**src/rtl/hs_ram_arbiter_pkg.sv**
```systemverilog
`default_nettype none
// +--------------------------------------------------------------------+
// | hs_arb_pkg : shared state encoding and counter sizing for the     |
// | hiscore RAM arbiter.                          Rev 1.0             |
// +--------------------------------------------------------------------+
package hs_arb_pkg;

   typedef enum logic [2:0] {
      S_IDLE       = 3'd0,
      S_PAUSE_WAIT = 3'd1,
      S_SETTLE     = 3'd2,
      S_GRANTED    = 3'd3,
      S_RELEASE    = 3'd4
   } state_t;

   // One counter serves all three phases, so it must hold the largest load.
   function automatic int cnt_width(input int timeout, input int settle, input int guard);
      int m;
      m = timeout;
      if (settle > m) m = settle;
      if (guard > m) m = guard;
      return $clog2(m + 1);
   endfunction

endpackage
`default_nettype wire

```
**src/rtl/hs_ram_arbiter_if.sv**
```systemverilog
`default_nettype none
// +--------------------------------------------------------------------+
// | hs_ram_arbiter_if : hiscore, pause, CPU and RAM signals around    |
// | the arbiter.                                  Rev 1.0             |
// +--------------------------------------------------------------------+
interface hs_ram_arbiter_if #(
   parameter int AW = 11,
   parameter int DW = 8
);
   logic          hs_req;
   logic          hs_ce;
   logic          hs_we;
   logic [AW-1:0] hs_addr;
   logic [DW-1:0] hs_wdata;
   logic          hs_grant;
   logic [DW-1:0] hs_rdata;
   logic          hs_rvalid;
   logic          hs_abort;
   logic          pause_req;
   logic          paused;
   logic [AW-1:0] cpu_addr;
   logic [DW-1:0] cpu_wdata;
   logic          cpu_we;
   logic [DW-1:0] cpu_rdata;
   logic [AW-1:0] ram_addr;
   logic [DW-1:0] ram_wdata;
   logic          ram_we;
   logic [DW-1:0] ram_rdata;

   modport slave (
      input  hs_req, hs_ce, hs_we, hs_addr, hs_wdata, paused,
             cpu_addr, cpu_wdata, cpu_we, ram_rdata,
      output hs_grant, hs_rdata, hs_rvalid, hs_abort, pause_req,
             cpu_rdata, ram_addr, ram_wdata, ram_we
   );

   modport master (
      output hs_req, hs_ce, hs_we, hs_addr, hs_wdata, paused,
             cpu_addr, cpu_wdata, cpu_we, ram_rdata,
      input  hs_grant, hs_rdata, hs_rvalid, hs_abort, pause_req,
             cpu_rdata, ram_addr, ram_wdata, ram_we
   );
endinterface
`default_nettype wire

```
**src/rtl/hs_ram_arbiter_timer.sv**
```systemverilog
`default_nettype none
// +--------------------------------------------------------------------+
// | hs_arb_timer : loadable saturating down-counter with zero flag.   |
// |                                               Rev 1.0             |
// +--------------------------------------------------------------------+
module hs_arb_timer #(
   parameter int W = 4
) (
   input  wire logic         clk,
   input  wire logic         rst,
   input  wire logic         load,
   input  wire logic [W-1:0] load_val,
   input  wire logic         dec,
   output logic              zero
);
   logic [W-1:0] r_cnt;

   always_ff @(posedge clk or posedge rst) begin
      if (rst)
         r_cnt <= '0;
      else if (load)
         r_cnt <= load_val;
      else if (dec && (r_cnt != '0))
         r_cnt <= r_cnt - 1'b1;
   end

   assign zero = (r_cnt == '0);
endmodule
`default_nettype wire

```
**src/rtl/hs_ram_arbiter.sv**
```systemverilog
`default_nettype none
// +--------------------------------------------------------------------+
// | hs_ram_arbiter : hands the work-RAM port to the hiscore engine    |
// | while the CPU is paused.                      Rev 1.0             |
// +--------------------------------------------------------------------+
module hs_ram_arbiter
   import hs_arb_pkg::*;
#(
   parameter int AW      = 11,
   parameter int DW      = 8,
   parameter int SETTLE  = 4,
   parameter int GUARD   = 2,
   parameter int TIMEOUT = 1024
) (
   input  wire logic       clk_sys,
   input  wire logic       reset,
   hs_ram_arbiter_if.slave bus
);
   localparam int                  c_CNT_W      = cnt_width(TIMEOUT, SETTLE, GUARD);
   localparam logic [c_CNT_W-1:0] c_TIMEOUT_LD = c_CNT_W'(TIMEOUT - 1);
   localparam logic [c_CNT_W-1:0] c_SETTLE_LD  = c_CNT_W'(SETTLE - 1);
   localparam logic [c_CNT_W-1:0] c_GUARD_LD   = c_CNT_W'(GUARD - 1);

   state_t               r_state, w_state_nx;
   logic                 r_pause_req, w_pause_nx;
   logic                 r_grant, w_grant_nx;
   logic                 r_abort, w_abort_nx;
   logic                 r_armed, w_armed_nx;
   logic                 w_ld, w_dec, w_zero;
   logic [c_CNT_W-1:0]   w_ld_val;
   logic                 r_rd_p1, r_rvalid;
   logic [DW-1:0]        r_rdata;
   logic                 w_hs_rd;
   logic [AW-1:0]        w_ram_addr;
   logic [DW-1:0]        w_ram_wdata;

   hs_arb_timer #(.W(c_CNT_W)) u_timer (
      .clk      (clk_sys),
      .rst      (reset),
      .load     (w_ld),
      .load_val (w_ld_val),
      .dec      (w_dec),
      .zero     (w_zero)
   );

   always_ff @(posedge clk_sys or posedge reset) begin
      if (reset) begin
         r_state     <= S_IDLE;
         r_pause_req <= 1'b0;
         r_grant     <= 1'b0;
         r_abort     <= 1'b0;
         r_armed     <= 1'b1;
      end else begin
         r_state     <= w_state_nx;
         r_pause_req <= w_pause_nx;
         r_grant     <= w_grant_nx;
         r_abort     <= w_abort_nx;
         r_armed     <= w_armed_nx;
      end
   end

   always_comb begin
      w_state_nx = r_state;
      w_pause_nx = r_pause_req;
      w_grant_nx = r_grant;
      w_abort_nx = 1'b0;
      w_armed_nx = r_armed;
      w_ld       = 1'b0;
      w_ld_val   = '0;
      w_dec      = 1'b0;
      case (r_state)
         S_IDLE: begin
            w_pause_nx = 1'b0;
            w_grant_nx = 1'b0;
            if (!bus.hs_req) begin
               w_armed_nx = 1'b1;
            end else if (r_armed) begin
               w_state_nx = S_PAUSE_WAIT;
               w_pause_nx = 1'b1;
               w_ld       = 1'b1;
               w_ld_val   = c_TIMEOUT_LD;
            end
         end
         S_PAUSE_WAIT: begin
            if (!bus.hs_req) begin
               w_state_nx = S_RELEASE;
               w_ld       = 1'b1;
               w_ld_val   = c_GUARD_LD;
            end else if (bus.paused) begin
               w_state_nx = S_SETTLE;
               w_ld       = 1'b1;
               w_ld_val   = c_SETTLE_LD;
            end else if (w_zero) begin
               // Engine must drop hs_req before it is served again.
               w_state_nx = S_IDLE;
               w_abort_nx = 1'b1;
               w_pause_nx = 1'b0;
               w_armed_nx = 1'b0;
            end else begin
               w_dec = 1'b1;
            end
         end
         S_SETTLE: begin
            if (!bus.hs_req) begin
               w_state_nx = S_RELEASE;
               w_ld       = 1'b1;
               w_ld_val   = c_GUARD_LD;
            end else if (!bus.paused) begin
               w_state_nx = S_PAUSE_WAIT;
               w_ld       = 1'b1;
               w_ld_val   = c_TIMEOUT_LD;
            end else if (w_zero) begin
               w_state_nx = S_GRANTED;
               w_grant_nx = 1'b1;
            end else begin
               w_dec = 1'b1;
            end
         end
         S_GRANTED: begin
            // A request drop wins over a simultaneous pause loss: clean release.
            if (!bus.hs_req || !bus.paused) begin
               w_state_nx = S_RELEASE;
               w_grant_nx = 1'b0;
               w_abort_nx = bus.hs_req;
               w_ld       = 1'b1;
               w_ld_val   = c_GUARD_LD;
            end
         end
         S_RELEASE: begin
            if (w_zero) begin
               w_state_nx = S_IDLE;
               w_pause_nx = 1'b0;
            end else begin
               w_dec = 1'b1;
            end
         end
         default: begin
            w_state_nx = S_IDLE;
            w_pause_nx = 1'b0;
            w_grant_nx = 1'b0;
         end
      endcase
   end

   // Two-stage read pipe: RAM latency plus the hs_rdata register.
   assign w_hs_rd = r_grant & bus.hs_ce & ~bus.hs_we;

   always_ff @(posedge clk_sys or posedge reset) begin
      if (reset) begin
         r_rd_p1  <= 1'b0;
         r_rvalid <= 1'b0;
         r_rdata  <= '0;
      end else begin
         r_rd_p1  <= w_hs_rd;
         r_rvalid <= r_rd_p1;
         if (r_rd_p1)
            r_rdata <= bus.ram_rdata;
      end
   end

   assign w_ram_addr  = r_grant ? bus.hs_addr  : bus.cpu_addr;
   assign w_ram_wdata = r_grant ? bus.hs_wdata : bus.cpu_wdata;

   assign bus.ram_addr  = w_ram_addr;
   assign bus.ram_wdata = w_ram_wdata;
   assign bus.ram_we    = ~reset & (r_grant ? (bus.hs_ce & bus.hs_we) : bus.cpu_we);
   assign bus.cpu_rdata = bus.ram_rdata;
   assign bus.hs_grant  = r_grant;
   assign bus.hs_rdata  = r_rdata;
   assign bus.hs_rvalid = r_rvalid;
   assign bus.hs_abort  = r_abort;
   assign bus.pause_req = r_pause_req;
endmodule
`default_nettype wire

```
**src/flat_wrapper.sv**
```systemverilog
// flat-port wrapper written by rule: the top's interface ports become plain ports
module hs_ram_arbiter_flat import hs_arb_pkg::*;
#(
   parameter int AW      = 11,
   parameter int DW      = 8,
   parameter int SETTLE  = 4,
   parameter int GUARD   = 2,
   parameter int TIMEOUT = 1024
)
  (clk_sys, reset, bus_hs_req, bus_hs_ce, bus_hs_we, bus_hs_addr, bus_hs_wdata, bus_paused, bus_cpu_addr, bus_cpu_wdata, bus_cpu_we, bus_ram_rdata, bus_hs_grant, bus_hs_rdata, bus_hs_rvalid, bus_hs_abort, bus_pause_req, bus_cpu_rdata, bus_ram_addr, bus_ram_wdata, bus_ram_we);
  hs_ram_arbiter_if #(.AW(AW), .DW(DW)) bus_i ();
  input  wire logic clk_sys;
  input  wire logic reset;
  input wire logic [$bits(bus_i.hs_req)-1:0] bus_hs_req;
  input wire logic [$bits(bus_i.hs_ce)-1:0] bus_hs_ce;
  input wire logic [$bits(bus_i.hs_we)-1:0] bus_hs_we;
  input wire logic [$bits(bus_i.hs_addr)-1:0] bus_hs_addr;
  input wire logic [$bits(bus_i.hs_wdata)-1:0] bus_hs_wdata;
  input wire logic [$bits(bus_i.paused)-1:0] bus_paused;
  input wire logic [$bits(bus_i.cpu_addr)-1:0] bus_cpu_addr;
  input wire logic [$bits(bus_i.cpu_wdata)-1:0] bus_cpu_wdata;
  input wire logic [$bits(bus_i.cpu_we)-1:0] bus_cpu_we;
  input wire logic [$bits(bus_i.ram_rdata)-1:0] bus_ram_rdata;
  output wire logic [$bits(bus_i.hs_grant)-1:0] bus_hs_grant;
  output wire logic [$bits(bus_i.hs_rdata)-1:0] bus_hs_rdata;
  output wire logic [$bits(bus_i.hs_rvalid)-1:0] bus_hs_rvalid;
  output wire logic [$bits(bus_i.hs_abort)-1:0] bus_hs_abort;
  output wire logic [$bits(bus_i.pause_req)-1:0] bus_pause_req;
  output wire logic [$bits(bus_i.cpu_rdata)-1:0] bus_cpu_rdata;
  output wire logic [$bits(bus_i.ram_addr)-1:0] bus_ram_addr;
  output wire logic [$bits(bus_i.ram_wdata)-1:0] bus_ram_wdata;
  output wire logic [$bits(bus_i.ram_we)-1:0] bus_ram_we;
  assign bus_i.hs_req = bus_hs_req;
  assign bus_i.hs_ce = bus_hs_ce;
  assign bus_i.hs_we = bus_hs_we;
  assign bus_i.hs_addr = bus_hs_addr;
  assign bus_i.hs_wdata = bus_hs_wdata;
  assign bus_i.paused = bus_paused;
  assign bus_i.cpu_addr = bus_cpu_addr;
  assign bus_i.cpu_wdata = bus_cpu_wdata;
  assign bus_i.cpu_we = bus_cpu_we;
  assign bus_i.ram_rdata = bus_ram_rdata;
  assign bus_hs_grant = bus_i.hs_grant;
  assign bus_hs_rdata = bus_i.hs_rdata;
  assign bus_hs_rvalid = bus_i.hs_rvalid;
  assign bus_hs_abort = bus_i.hs_abort;
  assign bus_pause_req = bus_i.pause_req;
  assign bus_cpu_rdata = bus_i.cpu_rdata;
  assign bus_ram_addr = bus_i.ram_addr;
  assign bus_ram_wdata = bus_i.ram_wdata;
  assign bus_ram_we = bus_i.ram_we;
  hs_ram_arbiter #(.AW(AW), .DW(DW), .SETTLE(SETTLE), .GUARD(GUARD), .TIMEOUT(TIMEOUT)) u_core (.clk_sys(clk_sys), .reset(reset), .bus(bus_i));
endmodule
```
**config.mk**
```make
export PLATFORM = sky130hd
export DESIGN_NAME = hs_ram_arbiter_flat
export DESIGN_NICKNAME = d
export VERILOG_FILES = /design/src/rtl/hs_ram_arbiter_pkg.sv /design/src/rtl/hs_ram_arbiter_if.sv /design/src/rtl/hs_ram_arbiter_timer.sv /design/src/rtl/hs_ram_arbiter.sv /design/src/flat_wrapper.sv
export SDC_FILE = /design/constraint.sdc
export NUM_CORES = 1
export LEC_CHECK = 0
export ABC_AREA = 1
export BUFFER_PORTS_ARGS = -buffer_cell sky130_fd_sc_hd__buf_2
export CORE_ASPECT_RATIO = 0.75
export CORE_MARGIN = 3
export CORE_UTILIZATION = 43
export CTS_CLUSTER_DIAMETER = 50
export DETAILED_ROUTE_END_ITERATION = 12
export HOLD_SLACK_MARGIN = 0.08
export PLACE_DENSITY = 0.75
export SETUP_SLACK_MARGIN = 0.4
export SLEW_MARGIN = 25
export SYNTH_ARGS = -nofsm -noshare
export SYNTH_HDL_FRONTEND = slang
export SYNTH_SLANG_ARGS = --single-unit
export TNS_END_PERCENT = 20
```
**constraint.sdc**
```tcl
create_clock -name clk_sys -period 2.8 [get_ports clk_sys]
set_input_delay 0.56 -clock clk_sys [delete_from_list [all_inputs] [get_ports clk_sys]]
set_output_delay 0.56 -clock clk_sys [all_outputs]
set_load 0.005 [all_outputs]
```
; Word-level counts from Yosys, hierarchy flattened
; Index checks and enable logic that the tools add are counted.
; Widths: inputs -> output; s select.
[totals]
ff_bits = 28
latchBits = 0
mem_bits_rw = 0
mem_bits_ro = 0
word_cells = 104
mem_count = 0
[classes]
add_sub_neg = 1
multipliers = 0
n_div = 0
order_cmp = 0
eq_ne = 15
shift = 0
n_mux = 56
n_bitwise = 8
n_reduce_logical = 15
[op_table]
columns = cell, count
row1 = $mux 11, 6
row2 = $pmux 11 s4, 1
row3 = $mux 1, 29
row4 = $mux 3, 9
row5 = $mux 10, 2
row6 = $ne 2x2->1 const B, 8
row7 = $pmux 3 s5, 1
row8 = $logic_not 11->1, 1
row9 = $reduce_bool 11->1, 1
row10 = $sub 11x1->11 const B, 1
row11 = $reduce_and 5->1, 2
row12 = $mux 8, 1
row13 = $pmux 1 s4, 2
row14 = $eq 3x2->1 const B, 2
row15 = $pmux 1 s3, 2
row16 = $and 1x1->1, 4
row17 = $ne 2x1->1 const B, 2
row18 = $ne 4x4->1 const B, 1
row19 = $not 1->1, 4
row20 = $pmux 1 s2, 2
row21 = $reduce_and 4->1, 1
row22 = $reduce_bool 2->1, 2
row23 = $reduce_or 2->1, 2
row24 = $eq 3x1->1 const B, 1
row25 = 7 further kinds, 8

; Longest topological paths before layout
; Gate-level depths: netlist of run 1.
[depth]
depth_word = 8
depth_mapped = 10
mapped_depth_nobuf = 10

; By module
; From an unflattened synthesis of run 1, not the netlist that was laid out.
[hier_totals]
hier_cells = 312
hier_area_um2 = 2049.5
[by_module_without_submodules]
columns = module, instances, cells_per_inst, area_each_um2, seq_area_each_um2
row1 = hs_ram_arbiter, 1, 191, 1248.7, 426.7
row2 = hs_arb_timer, 1, 121, 800.8, 275.3

; Worst setup path after synthesis of run 1
; Ideal clock, no wire load.
[synth_timing]
kind = flip-flop to flip-flop
startpoint = reg u_core.u_timer.r_cnt[0]
endpoint = reg u_core.u_timer.r_cnt[9]
setup_ns = 0.117
t_arrival_ns = 1.440
t_required_ns = 2.683
slack_ns = 1.243
stages_incl_launch_ff = 10
n_path_buf = 0
synth_period_minus_slack_ns = 1.557
path_cell_list = dfrtp_1 -> inv_1 -> ha_1 -> nand2_2 -> nor2_4 -> nand2_4 -> nand3_4 -> nand3_4 -> nand2_1 -> nand2_1
[synth_via]
elab_chain_len = 7
word_cells_on_any_way = 13
cone_classes = add/sub: 1 / mux: 8 / reduce/logical: 4
[synth_lines]
columns = item, line
row1 = "start, declared", hs_ram_arbiter_timer.sv:16  ; logic [W-1:0] r_cnt;
row2 = "start signal, assigned", hs_ram_arbiter_timer.sv:22  ; r_cnt <= load_val;
row3 = "start signal, assigned", hs_ram_arbiter_timer.sv:24  ; r_cnt <= r_cnt - 1'b1;
row4 = $logic_not 11->1, hs_ram_arbiter_timer.sv:27  ; assign zero = (r_cnt == '0);
row5 = $mux 1, "hs_ram_arbiter.sv:93, hs_ram_arbiter.sv:112, hs_ram_arbiter.sv:130"
row6 = $mux 1 (on tied branches), "hs_ram_arbiter.sv:108, hs_ram_arbiter.sv:89"
row7 = $mux 1 (on tied branches), "hs_ram_arbiter.sv:104, hs_ram_arbiter.sv:85"
row8 = $pmux 1 s3, hs_ram_arbiter.sv:71  ; case (r_state)
row9 = $logic_and 1x1->1, hs_ram_arbiter_timer.sv:23  ; else if (dec && (r_cnt != '0))
row10 = $reduce_bool 2->1 (no source line), n/a
; Parallel ways exist; a longest one is shown, timed or not. The select of a mux whose other input is x is not followed.
; A chain may end at the register's enable or synchronous reset.

; Worst setup path in the final report of run 1
[layout_timing]
startpoint = reg u_core.r_grant (netlist: u_core.bus.hs_grant)
endpoint = out bus_ram_we
[layout_via]
elab_chain_len = 2
[layout_lines]
columns = item, line
row1 = "start, declared", hs_ram_arbiter.sv:26  ; logic r_grant, w_grant_nx;
row2 = "start signal, assigned", hs_ram_arbiter.sv:56  ; r_grant <= w_grant_nx;
row3 = $mux 1, hs_ram_arbiter.sv:166  ; assign bus.ram_we = ~reset & (r_grant ? (bus.hs_ce & bus.hs_we) : bus.cpu_we);
row4 = $and 1x1->1, hs_ram_arbiter.sv:166
row5 = "end, declared", flat_wrapper.sv:32  ; output wire logic [$bits(bus_i.ram_we)-1:0] bus_ram_we;
; No other way between the ends.

==> results_dict.tcl, run 1 <==
set metrics [dict create \
    timing.critical_path.arrival_ns 1.42 \
    worst-path-max-fanout 20 \
    final_net_count 422 \
    io_pins 93 \
    fin_crit_share_pct 70.7 \
    startpoint_type "flip-flop" \
    result_of_the_run "complete, no violations" \
    rr_worst_depth 9 \
    timing.max_cap.violations 0 \
    worst_setup_hold_path_clk_slew_ns 0.10 \
    critical_path.endpoint_type "primary output" \
    cts_tree "yes" \
    critical-path-slowest-cell "sky130_fd_sc_hd__dfrtp_1" \
    cts-buffers-inserted 3 \
    synth_area_leader_cell "sky130_fd_sc_hd__dfrtp_1" \
    ys_seq_elements 28 \
    yosysWarningCount 0 \
    leakage_nw 1.46 \
    die_x_um 84.3 \
    die_height_um 64.8 \
    peakVddDrop_uv 318 \
    ordered_cell_list_for_the_critical_path "inv_1 > nand2_1 > a21oi_1 > buf_2" \
    filler_cell_count 372 \
    setup.worst_path.class "flip-flop to primary output" \
    initial_utilization_pct 46.8 \
    gp_routability_congestion 0.911 \
    data_required_critical_path_ns 2.24 \
    synthCells 285 \
    first_global_vias 1925 \
    pwr_cell_area_nw_per_um2 767 \
    drive_gt1_share_pct 33.0 \
    firstDrtPassIters 4 \
    timing.final.crit_period_ns 1.98 \
    core_utilization_of_the_finished_layout_pct 58.5 \
    core-area_um2 4230 \
    slew_headroom_pct 65.5 \
    ys_types 31 \
    cts_hold_repair.buffers 0 \
    drt_iter0_drc 140 \
    max_slew_vio_count 0 \
    cpLargestDelayFamily "buffers and inverters" \
    crit_buf_inv 2 \
    final_cell_area_um2 2470 \
    setup-tns-final_ns 0 \
    fmax_ghz 0.505 \
    remaining_drcs 0 \
    initial_antenna_violation_count 0 \
    cp_slowest_stage_delay_ns 0.39 \
    clock_sinks 28 \
    layout.area.seq_um2 702 \
    postRouteWirelength_mm 5.01 \
    detailroute.via_count 2090 \
    routed_via_density 4.95 \
    worst_setup_skew_after_layout_ns 0.0120 \
    total_power_w 0.00190 \
    grt_first_pass_wirelength_mm 8.42 \
    rrSetupSlack_ns 0.90 \
    grt_overflow 0 \
    clk-insertion-delay-late_ns 0.28 \
    netlist_top_cells_area "sky130_fd_sc_hd__dfrtp_1, sky130_fd_sc_hd__nand2_1, sky130_fd_sc_hd__nor2_1" \
    mappedNetlistNets 339 \
    port-buffer-count 92 \
    postCtsSetupBuffers 0 \
    grt_setup_unrepaired "false" \
    setup_viol 0 \
    fp.dieArea_um2 5460 \
    final-hold-violation-count 0 \
    yosysTopAreaCellShare_pct 34.1 \
    area_growth_pct 25.0 \
    postRouteAntennaNets 0 \
    std_cell_rows 20 \
    dp_hpwl_mm 4.02 \
    mappedNetlistArea_um2 1980 \
    cts_repair_resize_count 0 \
    synthesis.area_per_instance_um2 6.95 \
    critical_path_depth 4 \
    placed_inst_area_um2 2400 \
    grt_usage_pct 18.9 \
    cts_max_path_buffers 2 \
    min_path_type "input port to asynchronous set/reset pin" \
    route.detailed.wl_per_inst_um 11.9 \
    multiInputGateArea_um2 1080 \
    grt_start_max_net_pins 29 \
    cts.htree.levels 1 \
    worst_pin_slew_ns 0.517 \
    clock-root-buffer "sky130_fd_sc_hd__clkbuf_8" \
    diodes 0 \
    hold_slack_ns 0.327 \
    ys_seq_area_share_pct 35.5 \
]
worst reg2reg max path: stages, from the launching register on:
cell and delay [ns]:
sky130_fd_sc_hd__dfrtp_1 0.41, sky130_fd_sc_hd__inv_1 0.16, sky130_fd_sc_hd__ha_1 0.29, sky130_fd_sc_hd__nand2_2 0.14
sky130_fd_sc_hd__nor2_4 0.15, sky130_fd_sc_hd__nand2_4 0.10, sky130_fd_sc_hd__nand3_4 0.20, sky130_fd_sc_hd__nand3_4 0.17
sky130_fd_sc_hd__nand2_1 0.11, sky130_fd_sc_hd__nand2_1 0.06
synthesized netlist by cell type:
cell type,n
sky130_fd_sc_hd__nor2_1,30
sky130_fd_sc_hd__ha_1,1
sky130_fd_sc_hd__o211ai_1,2
sky130_fd_sc_hd__a31oi_1,1
sky130_fd_sc_hd__nor2_4,2
sky130_fd_sc_hd__buf_8,2
sky130_fd_sc_hd__o21bai_1,1
sky130_fd_sc_hd__dfrtp_1,27
sky130_fd_sc_hd__nand3_2,3
sky130_fd_sc_hd__xnor2_1,1
sky130_fd_sc_hd__nand2_4,2
sky130_fd_sc_hd__dfstp_2,1
sky130_fd_sc_hd__o22ai_1,1
sky130_fd_sc_hd__mux2_2,8
sky130_fd_sc_hd__a21oi_1,4
sky130_fd_sc_hd__nand2_2,3
sky130_fd_sc_hd__a211oi_1,1
sky130_fd_sc_hd__buf_6,1
sky130_fd_sc_hd__nand4_1,10
sky130_fd_sc_hd__a21boi_0,1
sky130_fd_sc_hd__o21a_1,1
sky130_fd_sc_hd__nand2_1,120
sky130_fd_sc_hd__xor2_1,1
sky130_fd_sc_hd__nand3_4,2
sky130_fd_sc_hd__inv_1,18
sky130_fd_sc_hd__nand3_1,14
sky130_fd_sc_hd__buf_4,8
sky130_fd_sc_hd__o21ai_0,10
sky130_fd_sc_hd__nor3_1,2
sky130_fd_sc_hd__inv_2,2
sky130_fd_sc_hd__clkbuf_1,5
final cells by class:
type	count	area share [%]
tap	55	2.78
sequential	28	28.4
inverter	20	3.03
timing repair buffer	94	19.2
clock inverter	1	1.21
clock buffer	3	1.67
multi-input combinational	221	43.7
metal layers:
metal	part of all wire, %	track usage, %
met1	42	23.3
met4	2.3	6.72
met3	10	5.34
met5	0	0
met2	45	31.9
path summary, 6_finish.rpt:
check / start / to
worst min-delay path: reset / u_core.r_state[0]
worst max register to register: u_core.u_timer.r_cnt[0] / u_core.u_timer.r_cnt[6]
worst max-delay path: u_core.bus.hs_grant / bus_ram_we
min in group clk_sys: bus_hs_we / u_core.r_rd_p1
worst min register to register: u_core.bus.pause_req / u_core.bus.pause_req
max in group asynchronous: reset / u_core.r_armed
sequential cells by signal, summed over array words and instances (netlist names):
signal / count
u_core.bus.hs_abort: 1
u_core.r_armed: 1
u_core.r_state: 3
u_core.r_rd_p1: 1
u_core.bus.hs_rvalid: 1
u_core.u_timer.r_cnt: 11
u_core.bus.pause_req: 1
u_core.bus.hs_grant: 1
u_core.bus.hs_rdata: 8
logic make-up (layout without fill, tap and decap cells):
logic type      Yosys count  count (layout)  share of synthesized area (%)
flops                    28              28                           35.5
mux                       8               8                           4.55
xor+xnor                  2               2                          0.885
simple gates            188             188                           42.2
compound gates           22              22                           6.45
buf+inv                  36             118                           9.86
fa+ha+maj                 1               1                          0.632
stage by stage:
stage	setup slack, ns	cells
2_1_floorplan	1.24	285
3_3_place_gp	0.954	418
3_5_place_dp	0.925	418
4_1_cts	0.778	422
5_1_grt	0.647	422
6_report	0.821	422
placed cells by master, fill, tap and decap left out:
master and instances:
sky130_fd_sc_hd__a211oi_1 1, sky130_fd_sc_hd__a21boi_0 1, sky130_fd_sc_hd__a21oi_1 4, sky130_fd_sc_hd__a31oi_1 1, sky130_fd_sc_hd__buf_2 92, sky130_fd_sc_hd__buf_4 2, sky130_fd_sc_hd__bufinv_16 1, sky130_fd_sc_hd__clkbuf_8 3
sky130_fd_sc_hd__dfrtp_1 27, sky130_fd_sc_hd__dfstp_2 1, sky130_fd_sc_hd__ha_1 1, sky130_fd_sc_hd__inv_1 18, sky130_fd_sc_hd__inv_2 2, sky130_fd_sc_hd__mux2_2 8, sky130_fd_sc_hd__nand2_1 120, sky130_fd_sc_hd__nand2_2 3
sky130_fd_sc_hd__nand2_4 2, sky130_fd_sc_hd__nand3_1 14, sky130_fd_sc_hd__nand3_2 3, sky130_fd_sc_hd__nand3_4 2, sky130_fd_sc_hd__nand4_1 10, sky130_fd_sc_hd__nor2_1 30, sky130_fd_sc_hd__nor2_4 2, sky130_fd_sc_hd__nor3_1 2
sky130_fd_sc_hd__o211ai_1 2, sky130_fd_sc_hd__o21a_1 1, sky130_fd_sc_hd__o21ai_0 10, sky130_fd_sc_hd__o21bai_1 1, sky130_fd_sc_hd__o22ai_1 1, sky130_fd_sc_hd__xnor2_1 1, sky130_fd_sc_hd__xor2_1 1
where the power goes:
part           leakage (nW)  internal [W]  switching [W]
registers             0.365      0.000510       0.000118
logic                  1.05      0.000344       0.000614
clock network        0.0357      0.000191       0.000122
Note: power is estimated with default switching activity, not from simulation.
==> run 2: changes to the inputs <==
==> constraint.sdc (replaced) <==
create_clock -name clk_sys -period 1.96 [get_ports clk_sys]
set_input_delay 0.392 -clock clk_sys [delete_from_list [all_inputs] [get_ports clk_sys]]
set_output_delay 0.392 -clock clk_sys [all_outputs]
set_load 0.005 [all_outputs]
==> run 2 against run 1 <==
Effect of this change:
- highest routed layer unchanged
- critical path depth grew 4
- setup slack lost 0.42 ns
- critical endpoint is now u_core.u_timer.r_cnt[8]
- first-iteration DRC count grew 21%
==> results_dict.tcl, run 2 (synthesis gave the netlist of run 1 again) <==
set metrics [dict create \
    result_of_the_run "complete, no violations" \
    rr_worst_depth 8 \
    postRouteAntennaNets 0 \
    cts-buffers-inserted 3 \
    initial_antenna_violation_count 0 \
    final_cell_mix "sky130_fd_sc_hd__nand2_1, sky130_fd_sc_hd__buf_2, sky130_fd_sc_hd__nor2_1, sky130_fd_sc_hd__dfrtp_1, sky130_fd_sc_hd__buf_4" \
    io_pins 93 \
    grt_usage_pct 21.1 \
    drive_gt1_share_pct 42.8 \
    filler_cell_count 359 \
    die_height_um 64.8 \
    data_required_critical_path_ns 2.17 \
    leakage_nw 1.61 \
    total_power_w 0.00319 \
    final_net_count 450 \
    std_cell_rows 20 \
    cts_tree "yes" \
    largest-register "u_core.u_timer.r_cnt" \
    cpLargestDelayFamily "simple AND/OR/NAND/NOR gates" \
    crit_buf_inv 1 \
    min_path_type "input port to asynchronous set/reset pin" \
    critical_path_depth 8 \
    gp_routability_congestion 0.894 \
    fin_crit_share_pct 79.6 \
    largest_register_ffs 11 \
    die_x_um 84.3 \
    placement_stage_worst_setup_slack_ns 0.265 \
    core-area_um2 4230 \
    clk-insertion-delay-late_ns 0.27 \
    peakVddDrop_uv 467 \
    setup-tns-final_ns 0 \
    fin_ws_ns 0.399 \
    route.detailed.wl_per_inst_um 13.5 \
    hold_slack_ns 0.165 \
    grt_first_pass_wirelength_mm 9.34 \
    port-buffer-count 92 \
    startpoint_type "flip-flop" \
    clock_sinks 28 \
    ordered_cell_list_for_the_critical_path "nor2_2 > nand2_2 > nor2_4 > nand2_4 > nand3_4 > buf_6 > nand4_1 > nand2_1" \
    timing.critical_path.arrival_ns 1.77 \
    layout.area.seq_um2 708 \
    grt_overflow 0 \
    fmax_ghz 0.641 \
    multiInputGateArea_um2 1180 \
    grt_setup_unrepaired "true" \
    first_global_vias 2024 \
    critical-path-slowest-cell "sky130_fd_sc_hd__dfrtp_2" \
    routed_via_density 5.12 \
    detailroute.via_count 2304 \
    timing.final.crit_period_ns 1.56 \
    critical_path.endpoint_type "flip-flop" \
    worst-path-max-fanout 6 \
    worst_setup_hold_path_clk_slew_ns 0.09 \
    clock-root-buffer "sky130_fd_sc_hd__clkbuf_8" \
    setup_viol 0 \
    max_slew_vio_count 0 \
    remaining_drcs 0 \
    initial_utilization_pct 46.8 \
    pwr_cell_area_nw_per_um2 1130 \
    cts.htree.levels 1 \
    placed_inst_area_um2 2430 \
    slew_headroom_pct 74.0 \
    worst_setup_skew_after_layout_ns 0.00812 \
    dp_hpwl_mm 4.09 \
    timing.max_cap.violations 0 \
    final_common_cell "sky130_fd_sc_hd__nand2_1" \
    postRouteWirelength_mm 6.08 \
    final-hold-violation-count 0 \
    area_growth_pct 42.7 \
    cts_max_path_buffers 2 \
    fp.dieArea_um2 5460 \
    grt_start_max_net_pins 29 \
    setup.worst_path.class "flip-flop to flip-flop" \
    worst_pin_slew_ns 0.387 \
    diodes 0 \
    firstDrtPassIters 5 \
    cp_slowest_stage_delay_ns 0.45 \
    final_cell_area_um2 2830 \
    drt_iter0_drc 169 \
]
-- run 2: report_power, final --
| part | leakage (nW) | total, W | internal (W) | switching, W |
|---|---|---|---|---|
| combinational | 1.22 | 0.00191 | 0.000813 | 0.00110 |
| clock | 0.0288 | 0.000348 | 0.000180 | 0.000168 |
| sequential | 0.358 | 0.000933 | 0.000735 | 0.000198 |
| total | 1.61 | 0.00319 | 0.00173 | 0.00146 |
-- run 2: worst paths after layout --
check	from	to	slack, ns
setup reg to reg	u_core.u_timer.r_cnt[6]	u_core.u_timer.r_cnt[8]	0.40
max in group asynchronous	reset	u_core.r_armed	1.50
min in group clk_sys	bus_hs_we	u_core.r_rd_p1	0.28
setup / recovery	u_core.u_timer.r_cnt[6]	u_core.u_timer.r_cnt[8]	0.40
hold reg to reg	u_core.bus.pause_req	u_core.bus.pause_req	0.48
hold / removal	reset	u_core.u_timer.r_cnt[0]	0.16
-- run 2: layout make-up --
type	instances	area share, %
Tap cell	55	2.44
Inverter	20	2.75
Timing Repair Buffer	120	25.9
Sequential cell	28	25.1
Clock buffer	4	1.95
Multi-Input combinational cell	223	41.9
-- run 2: worst register-to-register path, cell delays in order, from the launching register on --
cell,delay [ns]
sky130_fd_sc_hd__dfrtp_2,0.45
sky130_fd_sc_hd__nor2_2,0.19
sky130_fd_sc_hd__nand2_2,0.10
sky130_fd_sc_hd__nor2_4,0.13
sky130_fd_sc_hd__nand2_4,0.12
sky130_fd_sc_hd__nand3_4,0.18
sky130_fd_sc_hd__buf_6,0.13
sky130_fd_sc_hd__nand4_1,0.10
sky130_fd_sc_hd__nand2_1,0.10
-- run 2: stage by stage --
stage / util [%] / std cells
CTS: 63.0 / 440
floorplan: - / 285
global route: 66.8 / 450
finish: 66.8 / 450
detailed placement: 57.5 / 422
global placement: 57.5 / 422
-- run 2: what timing repair did --
| item | in CTS | in global routing |
|---|---|---|
| setup endpoints to repair | 32 | 36 |
| cloned | 3 | 2 |
| pin swaps | 5 | 8 |
| hold buffers | 0 | 0 |
| setup buffers | 11 | 8 |
| resized for setup | 13 | 26 |
-- run 2: metal layers --
metal | part of all wire (%) | GRT usage (%)
met1 | 39 | 27.3
met3 | 10 | 5.34
met5 | 0 | 0
met4 | 1.5 | 4.15
met2 | 49 | 36.0
==> run 3: changes to the inputs <==
--- a/config.mk
+++ b/config.mk
@@ -5,15 +5,15 @@
 export SDC_FILE = /design/constraint.sdc
 export NUM_CORES = 1
 export LEC_CHECK = 0
-export ABC_AREA = 1
+export ABC_AREA = 0
 export BUFFER_PORTS_ARGS = -buffer_cell sky130_fd_sc_hd__buf_2
 export CORE_ASPECT_RATIO = 0.75
 export CORE_MARGIN = 3
-export CORE_UTILIZATION = 43
+export CORE_UTILIZATION = 41
 export CTS_CLUSTER_DIAMETER = 50
 export DETAILED_ROUTE_END_ITERATION = 12
 export HOLD_SLACK_MARGIN = 0.08
-export PLACE_DENSITY = 0.75
+export PLACE_DENSITY = 0.76
 export SETUP_SLACK_MARGIN = 0.4
 export SLEW_MARGIN = 25
 export SYNTH_ARGS = -nofsm -noshare
==> constraint.sdc (replaced) <==
create_clock -name clk_sys -period 1.33 [get_ports clk_sys]
set_input_delay 0.266 -clock clk_sys [delete_from_list [all_inputs] [get_ports clk_sys]]
set_output_delay 0.266 -clock clk_sys [all_outputs]
set_load 0.005 [all_outputs]
==> run 3 against run 2 <==
Effect of this change:
- the flow now finishes with violations (negative setup slack)
- setup slack worse by 1.1 ns
- synthesized cell count is 36% lower
- final cell count is 16% lower
- final area is 7.4% higher
- maximum frequency is 24% lower
- area after synthesis is 9.2% lower
- global-route usage is 0.19 points higher
- hold slack worse by 0.025 ns
- largest cell class unchanged
- highest routed layer unchanged
==> results_dict.tcl, run 3 <==
set metrics [dict create \
    grt_usage_pct 21.3 \
    largest_register_ffs 11 \
    yosysTopAreaCellShare_pct 37.6 \
    clock-root-buffer "sky130_fd_sc_hd__clkbuf_8" \
    fp.dieArea_um2 5220 \
    first_global_vias 1935 \
    ys_types 45 \
    placed_inst_area_um2 2590 \
    violations "negative setup slack" \
    synthesis.area_per_instance_um2 9.93 \
    data_required_critical_path_ns 1.51 \
    synthArstFlopShare_pct 100 \
    cts.htree.levels 1 \
    firstDrtPassIters 4 \
    setup_viol 37 \
    result_of_the_run "finished, violations left" \
    fmax_ghz 0.485 \
    std_cell_rows 20 \
    hold_slack_ns 0.140 \
    synth_xor_xnor_area_share_pct 0.974 \
    diodes 0 \
    post_synth_fa_ha_maj_area_fraction_pct 0.696 \
    netlist_top_cells_area "sky130_fd_sc_hd__dfrtp_1, sky130_fd_sc_hd__mux2_2, sky130_fd_sc_hd__nor3_1" \
    postRouteWirelength_mm 5.86 \
    slew_headroom_pct 58.4 \
    drive_gt1_share_pct 68.2 \
    fin_ws_ns -0.734 \
    ys_seq_elements 28 \
    pwr_cell_area_nw_per_um2 1670 \
    grt_setup_unrepaired "true" \
    gp_routability_congestion 0.855 \
    remaining_drcs 0 \
    placed_cells 354 \
    die_height_um 63.4 \
    core_utilization_of_the_finished_layout_pct 73.5 \
    worst_pin_slew_ns 0.617 \
    ordered_cell_list_for_the_critical_path "inv_2 > ha_4 > or4b_4 > nor4_4 > a21oi_4 > buf_6 > and3_4 > nor4_2" \
    mappedNetlistNets 235 \
    io_pins 93 \
    startpoint_type "flip-flop" \
    synth-main-ff-cell "sky130_fd_sc_hd__dfrtp_1" \
    synth-compound-area-share_pct 14.5 \
    synthSimpleGateAreaFrac_pct 20.2 \
    final_net_count 376 \
    hold_depth 2 \
    critical_path.startpoint "u_core.u_timer.r_cnt[0]" \
    largest-register "u_core.u_timer.r_cnt" \
    layout.cells.non_filler 376 \
    postRouteAntennaNets 0 \
    grt_overflow 0 \
    grt_start_max_net_pins 23 \
    critical-path-slowest-cell "sky130_fd_sc_hd__or4b_4" \
    leakage_nw 1.51 \
    port-buffer-count 92 \
    multiplexer_area_fraction_after_synthesis_pct 17.5 \
    grt_first_pass_wirelength_mm 8.69 \
    peakVddDrop_uv 1010 \
    final_common_cell "sky130_fd_sc_hd__buf_2" \
    setup.worst_path.class "flip-flop to flip-flop" \
    synthCells 181 \
    drt_iter0_drc 138 \
    yosysWarningCount 0 \
    routed_via_density 5.37 \
    cts-buffers-inserted 3 \
    cts_max_path_buffers 2 \
    core-area_um2 4130 \
    clk-insertion-delay-late_ns 0.28 \
    die_x_um 82.5 \
    initial_antenna_violation_count 0 \
    min_from "bus_hs_we" \
    worst_setup_hold_path_clk_slew_ns 0.10 \
    clock_sinks 28 \
    initial_utilization_pct 43.5 \
    mappedNetlistArea_um2 1800 \
    timing.critical_path.arrival_ns 2.25 \
    worst-path-max-fanout 6 \
    detailroute.via_count 2020 \
    worst_r2r_startpoint "u_core.u_timer.r_cnt[0]" \
    final_cell_mix "sky130_fd_sc_hd__buf_2, sky130_fd_sc_hd__buf_4, sky130_fd_sc_hd__dfrtp_1, sky130_fd_sc_hd__mux2_2, sky130_fd_sc_hd__nand2_1" \
    ys_seq_area_share_pct 39.0 \
    min_path_type "input port to flip-flop" \
    timing.max_cap.violations 0 \
    route.detailed.wl_per_inst_um 15.6 \
    final-hold-violation-count 0 \
    netlist_top_cells_count "sky130_fd_sc_hd__dfrtp_1, sky130_fd_sc_hd__mux2_2, sky130_fd_sc_hd__nor3_1, sky130_fd_sc_hd__nand2_1, sky130_fd_sc_hd__nor2_1" \
    fin_crit_share_pct 155 \
    cts_tree "yes" \
    synth_edf_count 0 \
    rr_worst_depth 8 \
    area_growth_pct 68.7 \
    setup-tns-final_ns -15.07 \
    critical_path.endpoint_type "flip-flop" \
    worst_setup_skew_after_layout_ns 0.00801 \
    synth_top_family_by_area "simple AND/OR/NAND/NOR gates" \
    max_slew_vio_count 0 \
    cp_slowest_stage_delay_ns 0.48 \
    final_cell_area_um2 3030 \
    synth_area_leader_cell "sky130_fd_sc_hd__dfrtp_1" \
    filler_cell_count 298 \
    timing.final.crit_period_ns 2.06 \
    dp_hpwl_mm 3.97 \
]
==> run 3: cell count changes after synthesis, sizes merged, moves of 6 or more <==
cell   previous run  this run
nand2           125        12
nor2             32         9
mux2              8        27
nand3            19         3
inv              20         6
nor3              2        14
nand4            10         0
nor4              0         8
o21ai            10         4
o22a              0         6
==> run 3: area by class of cell <==
cell class              count  area [um2]  area share (%)
clock inverters             1        30.0           0.990
repair buffers            154         981            32.3
flip-flops and latches     28         703            23.2
inverters                   6        22.5           0.743
well taps                  55        68.8            2.27
clock buffers               3        41.3            1.36
multi-input cells         129        1190            39.1
==> run 3: power breakdown <==
| part | switching [W] | internal (W) | leakage [nW] | total (W) |
|---|---|---|---|---|
| combinational | 0.00156 | 0.00166 | 1.11 | 0.00322 |
| sequential | 0.000120 | 0.00103 | 0.370 | 0.00115 |
| clock | 0.000283 | 0.000403 | 0.0357 | 0.000686 |
| total | 0.00196 | 0.00310 | 1.51 | 0.00506 |
==> run 3: stage by stage <==
step	power (W)	setup WS, ns
2_1_floorplan	0.00248	-0.668
3_3_place_gp	0.00338	-0.717
3_5_place_dp	0.00345	-0.764
4_1_cts	0.00458	-0.777
5_1_grt	0.00535	-0.850
6_report	0.00506	-0.734
==> run 3: cell families after synthesis <==
group,count (synthesis)
DFF,28
adders and majority gates,1
xor gates and xnor gates,2
buffers and inverters,24
muxes,28
and+or+nand+nor,64
AOI/OAI and AO/OA,34
==> run 3: routing by layer <==
| layer | track usage (%) | part of all wire, % |
|---|---|---|
| met5 | 0 | 0 |
| met4 | 3.94 | 0.58 |
| met3 | 3.14 | 9.0 |
| met2 | 37.7 | 50 |
| met1 | 27.2 | 40 |
==> run 3: worst max-delay path, delay by kind of cell (launching register included) <==
family / cells / cell delay, ns
compound gates: 1 / 0.11
fa+ha+maj: 1 / 0.13
buf+inv: 2 / 0.22
flops: 1 / 0.40
simple gates: 4 / 1.12
==> run 3: timing repair <==
action | CTS | global route
resized for setup | 34 | 21
pin swaps | 13 | 15
hold endpoints to repair | 6 | 0
setup buffers | 12 | 4
hold buffers | 2 | 0
setup endpoints to repair | 58 | 58
==> run 3: path summary, 6_finish.rpt <==
kind                                            to  slack (ns)
hold / removal                      u_core.r_rd_p1        0.14
min in group asynchronous      u_core.bus.hs_grant        0.47
setup / recovery           u_core.u_timer.r_cnt[2]       -0.73
setup reg to reg           u_core.u_timer.r_cnt[2]       -0.73
hold reg to reg             u_core.bus.hs_rdata[1]        0.51
max in group asynchronous           u_core.r_armed        0.50
